## src/rtl/axis_pkt_framer.sv

```systemverilog
// axis_pkt_framer
// Cuts a raw AXI4-Stream word stream into packets of cfg_pkt_len words and
// always ends each packet with tlast. It feeds a packet-mode FIFO that
// releases data only on tlast, so a partial packet whose input has gone idle
// is closed after TIMEOUT_CYCLES idle cycles. This keeps data from being
// stranded in that FIFO.
//
// Datapath: hold register -> registered output stage.
// A beat waits in the hold register until the block knows whether it ends a
// packet. That is known when the next beat arrives, when the word count or
// tkeep says so, or when the idle timer expires.
//
// state   | meaning
// --------+------------------------------------------------------------
// EMPTY   | hold register empty
// HOLD    | hold register has a beat that is not yet known to be last
// LAST    | hold register has a beat that closes the current packet
module axis_pkt_framer #(
  parameter int DATA_WIDTH     = 32,
  parameter int LEN_WIDTH      = 16,
  parameter int TIMEOUT_CYCLES = 1024
) (
  input  logic                    clk,
  input  logic                    rst,
  input  logic [LEN_WIDTH-1:0]    cfg_pkt_len,
  output logic                    s_axis_tready,
  input  logic                    s_axis_tvalid,
  input  logic [DATA_WIDTH-1:0]   s_axis_tdata,
  input  logic [DATA_WIDTH/8-1:0] s_axis_tkeep,
  input  logic                    m_axis_tready,
  output logic                    m_axis_tvalid,
  output logic [DATA_WIDTH-1:0]   m_axis_tdata,
  output logic [DATA_WIDTH/8-1:0] m_axis_tkeep,
  output logic                    m_axis_tlast,
  output logic [31:0]             stat_pkt_cnt,
  output logic [31:0]             stat_flush_cnt
);

  localparam int KEEP_WIDTH = DATA_WIDTH / 8;
  // The idle counter only needs to reach TIMEOUT_CYCLES-1.
  localparam int IDLE_WIDTH = (TIMEOUT_CYCLES > 2) ? $clog2(TIMEOUT_CYCLES) : 1;
  localparam logic [IDLE_WIDTH-1:0] IDLE_TERM = IDLE_WIDTH'(TIMEOUT_CYCLES - 1);
  localparam logic [LEN_WIDTH-1:0]  LEN_ONE   = LEN_WIDTH'(1);

  typedef enum logic [1:0] {
    ST_EMPTY = 2'd0,
    ST_HOLD  = 2'd1,
    ST_LAST  = 2'd2
  } state_t;

  // hold register
  state_t                  state_q, state_d;
  logic [DATA_WIDTH-1:0]   hold_data_q, hold_data_d;
  logic [KEEP_WIDTH-1:0]   hold_keep_q, hold_keep_d;

  // output stage
  logic                    out_valid_q, out_valid_d;
  logic [DATA_WIDTH-1:0]   out_data_q, out_data_d;
  logic [KEEP_WIDTH-1:0]   out_keep_q, out_keep_d;
  logic                    out_last_q, out_last_d;

  // framing and idle timing
  logic [LEN_WIDTH-1:0]    word_cnt_q, word_cnt_d;
  logic [LEN_WIDTH-1:0]    len_q, len_d;
  logic [IDLE_WIDTH-1:0]   idle_cnt_q, idle_cnt_d;

  // statistics
  logic [31:0]             pkt_cnt_q, pkt_cnt_d;
  logic [31:0]             flush_cnt_q, flush_cnt_d;

  logic                    out_free;
  logic                    in_ready;
  logic                    accept;
  logic                    keep_full;
  logic [LEN_WIDTH-1:0]    len_eff;
  logic                    beat_last;
  logic                    timeout_hit;

  assign out_free  = !out_valid_q || m_axis_tready;
  // Gating with rst keeps the input from accepting while reset is held.
  assign in_ready  = !rst && ((state_q == ST_EMPTY) || out_free);
  assign accept    = s_axis_tvalid && in_ready;
  assign keep_full = &s_axis_tkeep;

  // The first beat of a packet uses the live config; later beats use the
  // latched length, so changing cfg_pkt_len never splits a packet.
  assign len_eff   = (word_cnt_q == '0)
                     ? ((cfg_pkt_len == '0) ? LEN_ONE : cfg_pkt_len)
                     : len_q;
  assign beat_last = (word_cnt_q == (len_eff - LEN_ONE)) || !keep_full;

  // An accept in the same cycle as the terminal count wins, so no flush.
  assign timeout_hit = (state_q == ST_HOLD) && !accept && (idle_cnt_q == IDLE_TERM);

  // Next-state logic for the hold register, output stage, counters and stats.
  always_comb begin
    state_d     = state_q;
    hold_data_d = hold_data_q;
    hold_keep_d = hold_keep_q;
    out_valid_d = out_valid_q;
    out_data_d  = out_data_q;
    out_keep_d  = out_keep_q;
    out_last_d  = out_last_q;
    word_cnt_d  = word_cnt_q;
    len_d       = len_q;
    idle_cnt_d  = '0;
    pkt_cnt_d   = pkt_cnt_q;
    flush_cnt_d = flush_cnt_q;

    // The current output beat leaves unless something below replaces it.
    if (out_free) begin
      out_valid_d = 1'b0;
    end

    if (accept) begin
      len_d      = len_eff;
      word_cnt_d = beat_last ? '0 : (word_cnt_q + LEN_ONE);
    end

    unique case (state_q)
      ST_EMPTY: begin
        if (accept) begin
          hold_data_d = s_axis_tdata;
          hold_keep_d = s_axis_tkeep;
          state_d     = beat_last ? ST_LAST : ST_HOLD;
        end
      end

      ST_HOLD: begin
        if (accept) begin
          // The new beat shows the held beat was not last. The input is only
          // ready in HOLD when the output is free.
          out_valid_d = 1'b1;
          out_data_d  = hold_data_q;
          out_keep_d  = hold_keep_q;
          out_last_d  = 1'b0;
          hold_data_d = s_axis_tdata;
          hold_keep_d = s_axis_tkeep;
          state_d     = beat_last ? ST_LAST : ST_HOLD;
        end else if (timeout_hit) begin
          // Close the partial packet; the next beat starts a new packet.
          state_d     = ST_LAST;
          word_cnt_d  = '0;
          flush_cnt_d = flush_cnt_q + 32'd1;
        end else begin
          idle_cnt_d  = idle_cnt_q + IDLE_WIDTH'(1);
        end
      end

      ST_LAST: begin
        if (out_free) begin
          out_valid_d = 1'b1;
          out_data_d  = hold_data_q;
          out_keep_d  = hold_keep_q;
          out_last_d  = 1'b1;
          if (accept) begin
            hold_data_d = s_axis_tdata;
            hold_keep_d = s_axis_tkeep;
            state_d     = beat_last ? ST_LAST : ST_HOLD;
          end else begin
            state_d     = ST_EMPTY;
          end
        end
      end

      default: begin
        state_d = ST_EMPTY;
      end
    endcase

    if (out_valid_q && m_axis_tready && out_last_q) begin
      pkt_cnt_d = pkt_cnt_q + 32'd1;
    end
  end

  // State registers; reset drops any held or in-flight beat.
  always_ff @(posedge clk or posedge rst) begin
    if (rst) begin
      state_q     <= ST_EMPTY;
      hold_data_q <= '0;
      hold_keep_q <= '0;
      out_valid_q <= 1'b0;
      out_data_q  <= '0;
      out_keep_q  <= '0;
      out_last_q  <= 1'b0;
      word_cnt_q  <= '0;
      len_q       <= '0;
      idle_cnt_q  <= '0;
      pkt_cnt_q   <= '0;
      flush_cnt_q <= '0;
    end else begin
      state_q     <= state_d;
      hold_data_q <= hold_data_d;
      hold_keep_q <= hold_keep_d;
      out_valid_q <= out_valid_d;
      out_data_q  <= out_data_d;
      out_keep_q  <= out_keep_d;
      out_last_q  <= out_last_d;
      word_cnt_q  <= word_cnt_d;
      len_q       <= len_d;
      idle_cnt_q  <= idle_cnt_d;
      pkt_cnt_q   <= pkt_cnt_d;
      flush_cnt_q <= flush_cnt_d;
    end
  end

  assign s_axis_tready  = in_ready;
  assign m_axis_tvalid  = out_valid_q;
  assign m_axis_tdata   = out_data_q;
  assign m_axis_tkeep   = out_keep_q;
  assign m_axis_tlast   = out_last_q;
  assign stat_pkt_cnt   = pkt_cnt_q;
  assign stat_flush_cnt = flush_cnt_q;

endmodule

```

## config.mk

```make
export PLATFORM = sky130hd
export DESIGN_NAME = axis_pkt_framer
export DESIGN_NICKNAME = d
export VERILOG_FILES = /design/src/rtl/axis_pkt_framer.sv
export SDC_FILE = /design/constraint.sdc
export NUM_CORES = 1
export LEC_CHECK = 0
export BUFFER_PORTS_ARGS = -buffer_cell sky130_fd_sc_hd__buf_4
export CAP_MARGIN = 20
export CORE_MARGIN = 3
export CORE_UTILIZATION = 50
export DETAILED_ROUTE_END_ITERATION = 6
export PLACE_DENSITY = 0.73
export SYNTH_ARGS = -nofsm -noshare
export SYNTH_HDL_FRONTEND = slang
export SYNTH_SLANG_ARGS = --single-unit
```

## constraint.sdc

```tcl
create_clock -name clk -period 20.6 [get_ports clk]
set_clock_uncertainty 0.2 [all_clocks]
set_input_delay 4.12 -clock clk [delete_from_list [all_inputs] [get_ports clk]]
set_output_delay 4.12 -clock clk [all_outputs]
set_load 0.02 [all_outputs]
```

After elaboration in Yosys (flattened, before gate mapping)
Index checks and enable logic that the tools add are counted.

Input bits: 56. Flip-flop bits (word level): 182. Logic and storage cells: 86.

Reduce and logical (&&, ||, !) cells: 24. Eq/ne operators: 8. Multiplexer cells: 36. Bitwise operators: 1. Add/subtract/negate cells: 5.

Operator list (number): two-way mux 32 bit (4); case mux 32 bit (2 select lines) (2); two-way mux 16 bit (7); adder 32 x 1 -> 32 bit (second input constant) (2); zero test 16 bit (2); two-way mux 10 bit (3); adder 16 x 1 -> 16 bit (second input constant) (1); == test 16 bit (1); two-way mux 4 bit (4); case mux 4 bit (2 select lines) (2); subtractor 16 x 1 -> 16 bit (second input constant) (1); two-way mux 2 bit (6); adder 10 x 1 -> 10 bit (second input constant) (1); == test 10 bit (second input constant) (1); AND reduction 3 bit (3); logical AND 1 bit (6); inequality test 2 bit (second input constant) (3); case mux 2 bit (3 select lines) (1); two-way mux 1 bit (5); zero test 1 bit (4); case mux 1 bit (2 select lines) (2); AND reduction 4 bit (1); nonzero test 2 bit (2); logical OR 1 bit (3); 7 further kinds (7).

Depth between registers and ports, before layout
Gate-level depths: netlist (run 1).

Depth in word-level cells: 11. Mapped depth: 17. Gate-level depth less buffers: 16.

Worst setup path before layout (run 1)
No wires, ideal clock.

Kind: input to output. Start point: in rst. End point: out s_axis_tready. Arrival: 8.456 ns. Cell stages on the path: 2. Path buffers: 0. Path slack: 7.824 ns. Cells stage by stage: inv_1 and2_1.

Word-level cells in the longest chain between the ends: 2.

Ends and longest elaborated chain: from (decl) (RTL line 24) `input logic rst,`; zero test 1 bit (no line); logical AND 1 bit (RTL line 81) `assign in_ready = !rst && ((state_q == ST_EMPTY) || out_free);`; to (decl) (RTL line 26) `output logic s_axis_tready,`.

Every way passes these cells.

Final worst setup path (run 1)
Ends and elaborated chain as after synthesis.

==> results by group, run 1 <==
Drt
  – Routed len/inst: 16.3 um
  – Drt first-iter violations: 270
  – Pre-antenna DRT Iters: 4
  – Number of routed nets with antenna violations: 0
  – Residual DRC: 0
  – Final WL: 18,600 um
  – Via/cell ratio: 5.31
  – Detailed-route via count: 6,079

STA
  – Setup TNS Final: 0 ns
  – Fmax: 0.104 GHz
  – Max_slew headroom: 36.3%
  – Least-Margin Pin Slew: 0.955 ns
  – Max Slew Vio Count: 0
  – Hold_ws: 0.277 ns
  – Setup WS post-layout: 10.97 ns
  – # setup viols final: 0
  – RSZ-0062 raised after global routing: false
  – Fin crit share: 46.8%
  – Final min period: 9.63 ns
  – Final hold violations: 0

Power and ir drop
  – Leak: 4.86 nW
  – Worst VDD drop: 0.0000906 V
  – Power Density: 110 nW/um2
  – Final Total Pwr: 1.18 mW

Setup path
  – CP arrival: 5.31 ns
  – Worst R2R Start: word_cnt_q[0]
  – FF-to-FF path depth: 15
  – Flop2flop setup slack: 15.23 ns
  – CP Capture Type: primary output
  – Crit path kind: input pin to primary output
  – Worst r2r dst: word_cnt_q[15]
  – Worst Setup Start Kind: input pin
  – Required time worst endpoint: 16.28 ns
  – Crit-path max FO: 109

Final layout
  – Final Cell Area: 10,700 um2
  – Most common cell after layout, fill and taps aside: dfrtp_1
  – Layout cells sized above 1: 32.5%
  – Most frequent cells in the layout: 182 x dfrtp_1, 162 x buf_4, 88 x mux2_2, 69 x xnor2_1, 51 x nor2_1
  – Area Growth Syn to Fin: 23.3%
  – N_diodes: 0
  – Layout net count: 977

Floorplan
  – Die Height: 138 um
  – IO Count: 159
  – Core Area: 16,800 um2
  – Full die area: 18,900 um2
  – Initial Util: 51.7%
  – Chip width: 138 um
  – # rows: 47

Clocking
  – Clk pin slew, worst setup/hold paths: 0.08 ns
  – Clock sinks: 182
  – Worst-Skew Late Latency: 0.44 ns
  – Post_cts resized: 0
  – CTS tree: built
  – CTS Buffer Depth: 2
  – H-tree levels: 4
  – Cts hold-fix bufs: 0
  – # Post-CTS Setup Buffers: 0
  – CTS Buf Count: 17
  – Clock root buffer: clkbuf_16

Worst hold path
  – Hold Path Class: flop to flop
  – Worst Min Path Start: stat_pkt_cnt[31]
  – Hold Path Stages: 1
  – Hold Path End: stat_pkt_cnt[31]

Job
  – Max cap viols: 0

Logic synthesis
  – Yosys warnings: 0
  – Primary FF master, synth: dfrtp_1
  – Syn avg cell area: 11.5 um2
  – Post-Synthesis Cell Area: 8660 um2
  – Seq cells post-synth: 182
  – Sequential-to-total area share from yosys stat: 52.6%
  – Post-synthesis cell type count: 56
  – Gate Count Post-Synth: 754
  – Fraction of registers with async set/reset: 100%
  – Net count after synthesis: 820
  – Post-synth EDFFs: 0

Global route
  – Largest net degree at the start of global routing: 110
  – First-pass GRT wire length: 30,600 um
  – GRT overflow: 0
  – Initial antenna violation count: 0
  – Number of global-route vias before repair: 6,064
  – GRT Overall Usage: 20.4%

Run status
  – Status: completed

Placed design
  – I/O Buffers: 158
  – Gpl congestion: 0.824
  – Post-DP HPWL: 13,100 um
  – Dpl cell area: 10,100 um2
  – Dpl ws: 10.91 ns
-- Yosys cell counts (15+ instances only) --
master / count / share of area [%]
mux2_2: 88 / 11
nand3_1: 39 / 2.3
dfrtp_1: 182 / 53
clkbuf_1: 17 / 0.74
xor2_1: 36 / 3.6
inv_1: 16 / 0.69
xnor2_1: 69 / 7.0
and3_1: 16 / 1.2
o21ai_0: 15 / 0.87
nor2_1: 51 / 2.2
nor3_1: 33 / 1.9
nand2_1: 49 / 2.1
-- power by group --
group	internal, mW	leakage [nW]	total, mW	switching, mW
Sequential	0.442	2.32	0.498	0.0559
Clock	0.167	0.301	0.334	0.167
Combinational	0.176	2.24	0.345	0.169
Total	0.785	4.86	1.18	0.391
-- cell type report --
type                    instances  area (um2)
well taps                     220         275
inverters                      16        65.1
clock inverters                15         193
repair buffers                163        1230
flip-flops and latches        182        4550
clock buffers                  17         425
multi-input cells             531        3940
fillers                      1348        6080
-- flip-flops by register name, summed over array words and instances (netlist names) --
| signal | count |
|---|---|
| hold_data_q | 32 |
| hold_keep_q | 4 |
| idle_cnt_q | 10 |
| len_q | 16 |
| m_axis_tdata | 32 |
| m_axis_tkeep | 4 |
| m_axis_tlast | 1 |
| m_axis_tvalid | 1 |
| stat_flush_cnt | 32 |
| stat_pkt_cnt | 32 |
| state_q | 2 |
| word_cnt_q | 16 |
-- metrics by stage --
step,cells,utilization (%)
floorplan,754,-
global placement,1111,60.0
detailed placement,1112,60.0
CTS,1144,63.7
global route,1144,63.7
finish,1144,63.7
-- routing by layer --
metal  GRT usage (%)  up-vias  share of wire (%)
met1            27.3     2967                 45
li1                -     2960                  -
met3            7.34       19                7.2
met4            5.76        0                1.4
met2            31.5      133                 47
met5               0        -                  0
-- how the worst max path moves through the flow --
stage	start	end	slack, ns	cells past startpoint
after floorplan	rst	s_axis_tready	7.82	2
after global placement	rst	s_axis_tready	10.91	4
after detailed placement	rst	s_axis_tready	10.91	4
after CTS	rst	s_axis_tready	10.89	4
after global routing	rst	s_axis_tready	10.80	4
final	rst	s_axis_tready	10.97	4
-- cell families after synthesis --
logic type / share of synthesized area [%]
DFF: 52.6
xor gates and xnor gates: 10.6
and+or+nand+nor: 16.3
buffers and inverters: 1.96
muxes: 12.9
AOI/OAI and AO/OA: 4.12
adders and majority gates: 1.44
-- critical path, cell delays in order --
cell    delay, ns
buf_4        0.13
inv_6        0.67
and2_1       0.24
buf_4        0.14
No activity file was read; power rests on OpenSTA's default activity.
==> run 2, diff against run 1 <==
==> constraint.sdc (replaced) <==
create_clock -name clk -period 9 [get_ports clk]
set_clock_uncertainty 0.2 [all_clocks]
set_input_delay 1.8 -clock clk [delete_from_list [all_inputs] [get_ports clk]]
set_output_delay 1.8 -clock clk [all_outputs]
set_load 0.02 [all_outputs]
==> run 2 against run 1 <==
Against the previous run: via count increased by 1.4%; sequential cell count unchanged; hold slack improved by 0.0038 ns; worst setup slack got worse by 7.5 ns; highest routed layer unchanged; critical path type is now input pin to flop; count of clock-buffer cells in the layout increased by 1; combinational power increased by 130%.
==> results by group, run 2 (synthesized netlist as in run 1, its figures left out) <==
Run status
  – Status: completed

Drt
  – Routed len/inst: 16.4 um (+0.58%)
  – Residual DRC: 0 (unchanged)
  – Number of routed nets with antenna violations: 0 (unchanged)
  – Via/cell ratio: 5.39 (+1.4%)
  – Pre-antenna DRT Iters: 5 (+1)
  – Detailed-route via count: 6,166 (+1.4%)
  – Final WL: 18,700 um (+0.58%)
  – Drt first-iter violations: 329 (+22%)

Clocking
  – Worst-Skew Late Latency: 0.43 ns (about the same)
  – Clk pin slew, worst setup/hold paths: 0.07 ns (about the same)
  – Clock sinks: 182 (unchanged)
  – H-tree levels: 4 (unchanged)
  – # Post-CTS Setup Buffers: 0 (unchanged)
  – CTS Buf Count: 17 (unchanged)
  – Post_cts resized: 0 (unchanged)
  – CTS tree: built
  – Cts hold-fix bufs: 0 (unchanged)
  – CTS Buffer Depth: 2 (unchanged)
  – Clock root buffer: clkbuf_16

STA
  – Hold_ws: 0.281 ns (+0.00379 ns)
  – Max Slew Vio Count: 0 (unchanged)
  – Final hold violations: 0 (unchanged)
  – Setup TNS Final: 0 ns (unchanged)
  – Fin crit share: 61.9%
  – Fmax: 0.180 GHz
  – # setup viols final: 0 (unchanged)
  – Final min period: 5.57 ns
  – RSZ-0062 raised after global routing: false
  – Least-Margin Pin Slew: 0.893 ns (-0.0622 ns)
  – Max_slew headroom: 40.5% (+4.1 points)
  – Setup WS post-layout: 3.43 ns (-7.54 ns)

Setup path
  – Required time worst endpoint: 9.07 ns (-7.21 ns)
  – Slowest-stage cell, CP: or4_1
  – Cell mode on critical path: nor3_1
  – Crit-path max FO: 14 (-87%)
  – CP cell instances: buf_4 -> or4_1 -> nor3_1 -> a311o_1 -> o21ai_1 -> ha_1 -> nor3b_1 -> xor2_1 -> mux2i_1 -> xnor2_1 -> a211o_1 -> nor4_1 -> nand4_2 -> a21oi_2 -> nor3_1
  – CP Capture Type: flop
  – Crit path kind: input pin to flop
  – Worst Setup Start Kind: input pin
  – CP arrival: 5.64 ns (+0.33 ns)
  – Crit path largest cell delay: 0.69 ns (+0.02 ns)

Floorplan
  – Core Area: 16,800 um2 (unchanged)
  – IO Count: 159 (unchanged)
  – Die Height: 138 um (unchanged)
  – # rows: 47 (unchanged)
  – Full die area: 18,900 um2 (unchanged)
  – Chip width: 138 um (unchanged)
  – Initial Util: 51.7% (unchanged)

Placed design
  – I/O Buffers: 158 (unchanged)
  – Gpl congestion: 0.887 (+7.7%)
  – Cell count after placement: 1,111 (-0.090%)
  – Dpl ws: 3.02 ns (-7.89 ns)
  – Post-DP HPWL: 13,300 um (+1.3%)
  – Dpl cell area: 10,100 um2 (-0.11%)

Power and ir drop
  – Int Pwr: 1.81 mW (+130%)
  – Clock Power Share: 27.7% (-0.7 points)
  – Leak: 4.85 nW (-0.21%)
  – Final Total Pwr: 2.68 mW (+130%)
  – Gate power share: 29.6% (+0.3 points)
  – Power Density: 251 nW/um2 (+130%)
  – Worst VDD drop: 0.000228 V (+150%)
  – Power share of the sequential group: 42.7% (+0.4 points)
  – P_sw: 0.865 mW (+120%)
  – Switching portion of total power: 32.3% (-0.95 points)

Global route
  – GRT Overall Usage: 20.4% (-0.037 points)
  – GRT overflow: 0 (unchanged)
  – Number of global-route vias before repair: 6,088 (+0.40%)
  – Largest net degree at the start of global routing: 107 (-2.7%)
  – First-pass GRT wire length: 30,600 um (-0.29%)
  – Initial antenna violation count: 0 (unchanged)

Final layout
  – Filler cells: 1,361 (+0.96%)
  – Most frequent cells in the layout: 182 x dfrtp_1, 162 x buf_4, 88 x mux2_2, 69 x xnor2_1, 51 x nor2_1
  – Most common cell after layout, fill and taps aside: dfrtp_1
  – Layout net count: 977 (unchanged)
  – Final std cells w/o fill: 1,144 (unchanged)
  – Finished Core Util: 63.7% (about the same)
  – Layout cells sized above 1: 32.4% (-0.11 points)
  – Area of the multi-input gates: 3940 um2 (unchanged)
  – N_diodes: 0 (unchanged)
  – Sequential standard cell area: 4550 um2 (unchanged)
  – Area Growth Syn to Fin: 23.3% (about the same)
  – Final Cell Area: 10,700 um2 (about the same)

Worst hold path
  – Hold Path Class: flop to flop

Job
  – Max cap viols: 0 (unchanged)
run 2: changes by cell type in the layout (fill, tap and decap cells not counted), sizes merged:
cell      change
inv           -3
clkinvlp      +2
bufinv        +1
clkbuf        +1
clkinv        -1
run 2: layout make-up:
class	count	share of cell area (%)
Inverter	16	0.609
Clock buffer	18	4.02
Multi-Input combinational cell	531	36.9
Sequential cell	182	42.7
Timing Repair Buffer	163	11.7
Tap cell	220	2.58
Clock inverter	14	1.56
run 2: path summary, 6_finish.rpt:
path | startpoint | end | slack (ns) | cells past startpoint
worst min register to register | stat_flush_cnt[31] | stat_flush_cnt[31] | 0.28 | 1
max in group asynchronous | rst | stat_flush_cnt[18] | 6.09 | 4
worst max-delay path | cfg_pkt_len[3] | word_cnt_q[13] | 3.43 | 15
min in group asynchronous | rst | hold_data_q[23] | 1.39 | 2
worst max register to register | word_cnt_q[0] | word_cnt_q[13] | 3.65 | 15
worst min-delay path | stat_flush_cnt[31] | stat_flush_cnt[31] | 0.28 | 1
run 2: layer usage:
metal  part of all wire (%)  global-route usage [%]
met1                     44                    26.0
met3                    7.7                    8.11
met2                     47                    32.2
met5                      0                       0
met4                    1.2                    5.99
run 2: power groups by stage:
| stage | combinational (mW) | clock [mW] | sequential [mW] |
|---|---|---|---|
| 6_report | 0.793 | 0.742 | 1.14 |
| 5_1_grt | 0.862 | 0.800 | 1.17 |
| 4_1_cts | 0.803 | 0.764 | 1.14 |
| 3_5_place_dp | 0.800 | 0 | 1.15 |
| 3_3_place_gp | 0.785 | 0 | 1.15 |
| 2_1_floorplan | 0.419 | 0 | 1.24 |
run 2: worst max-delay path, delay by kind of cell:
kind | cells | cell delay (ns)
compound gates | 4 | 1.17
buf+inv | 1 | 0.13
xor+xnor | 2 | 0.23
simple gates | 6 | 1.79
fa+ha+maj | 1 | 0.31
mux | 1 | 0.20
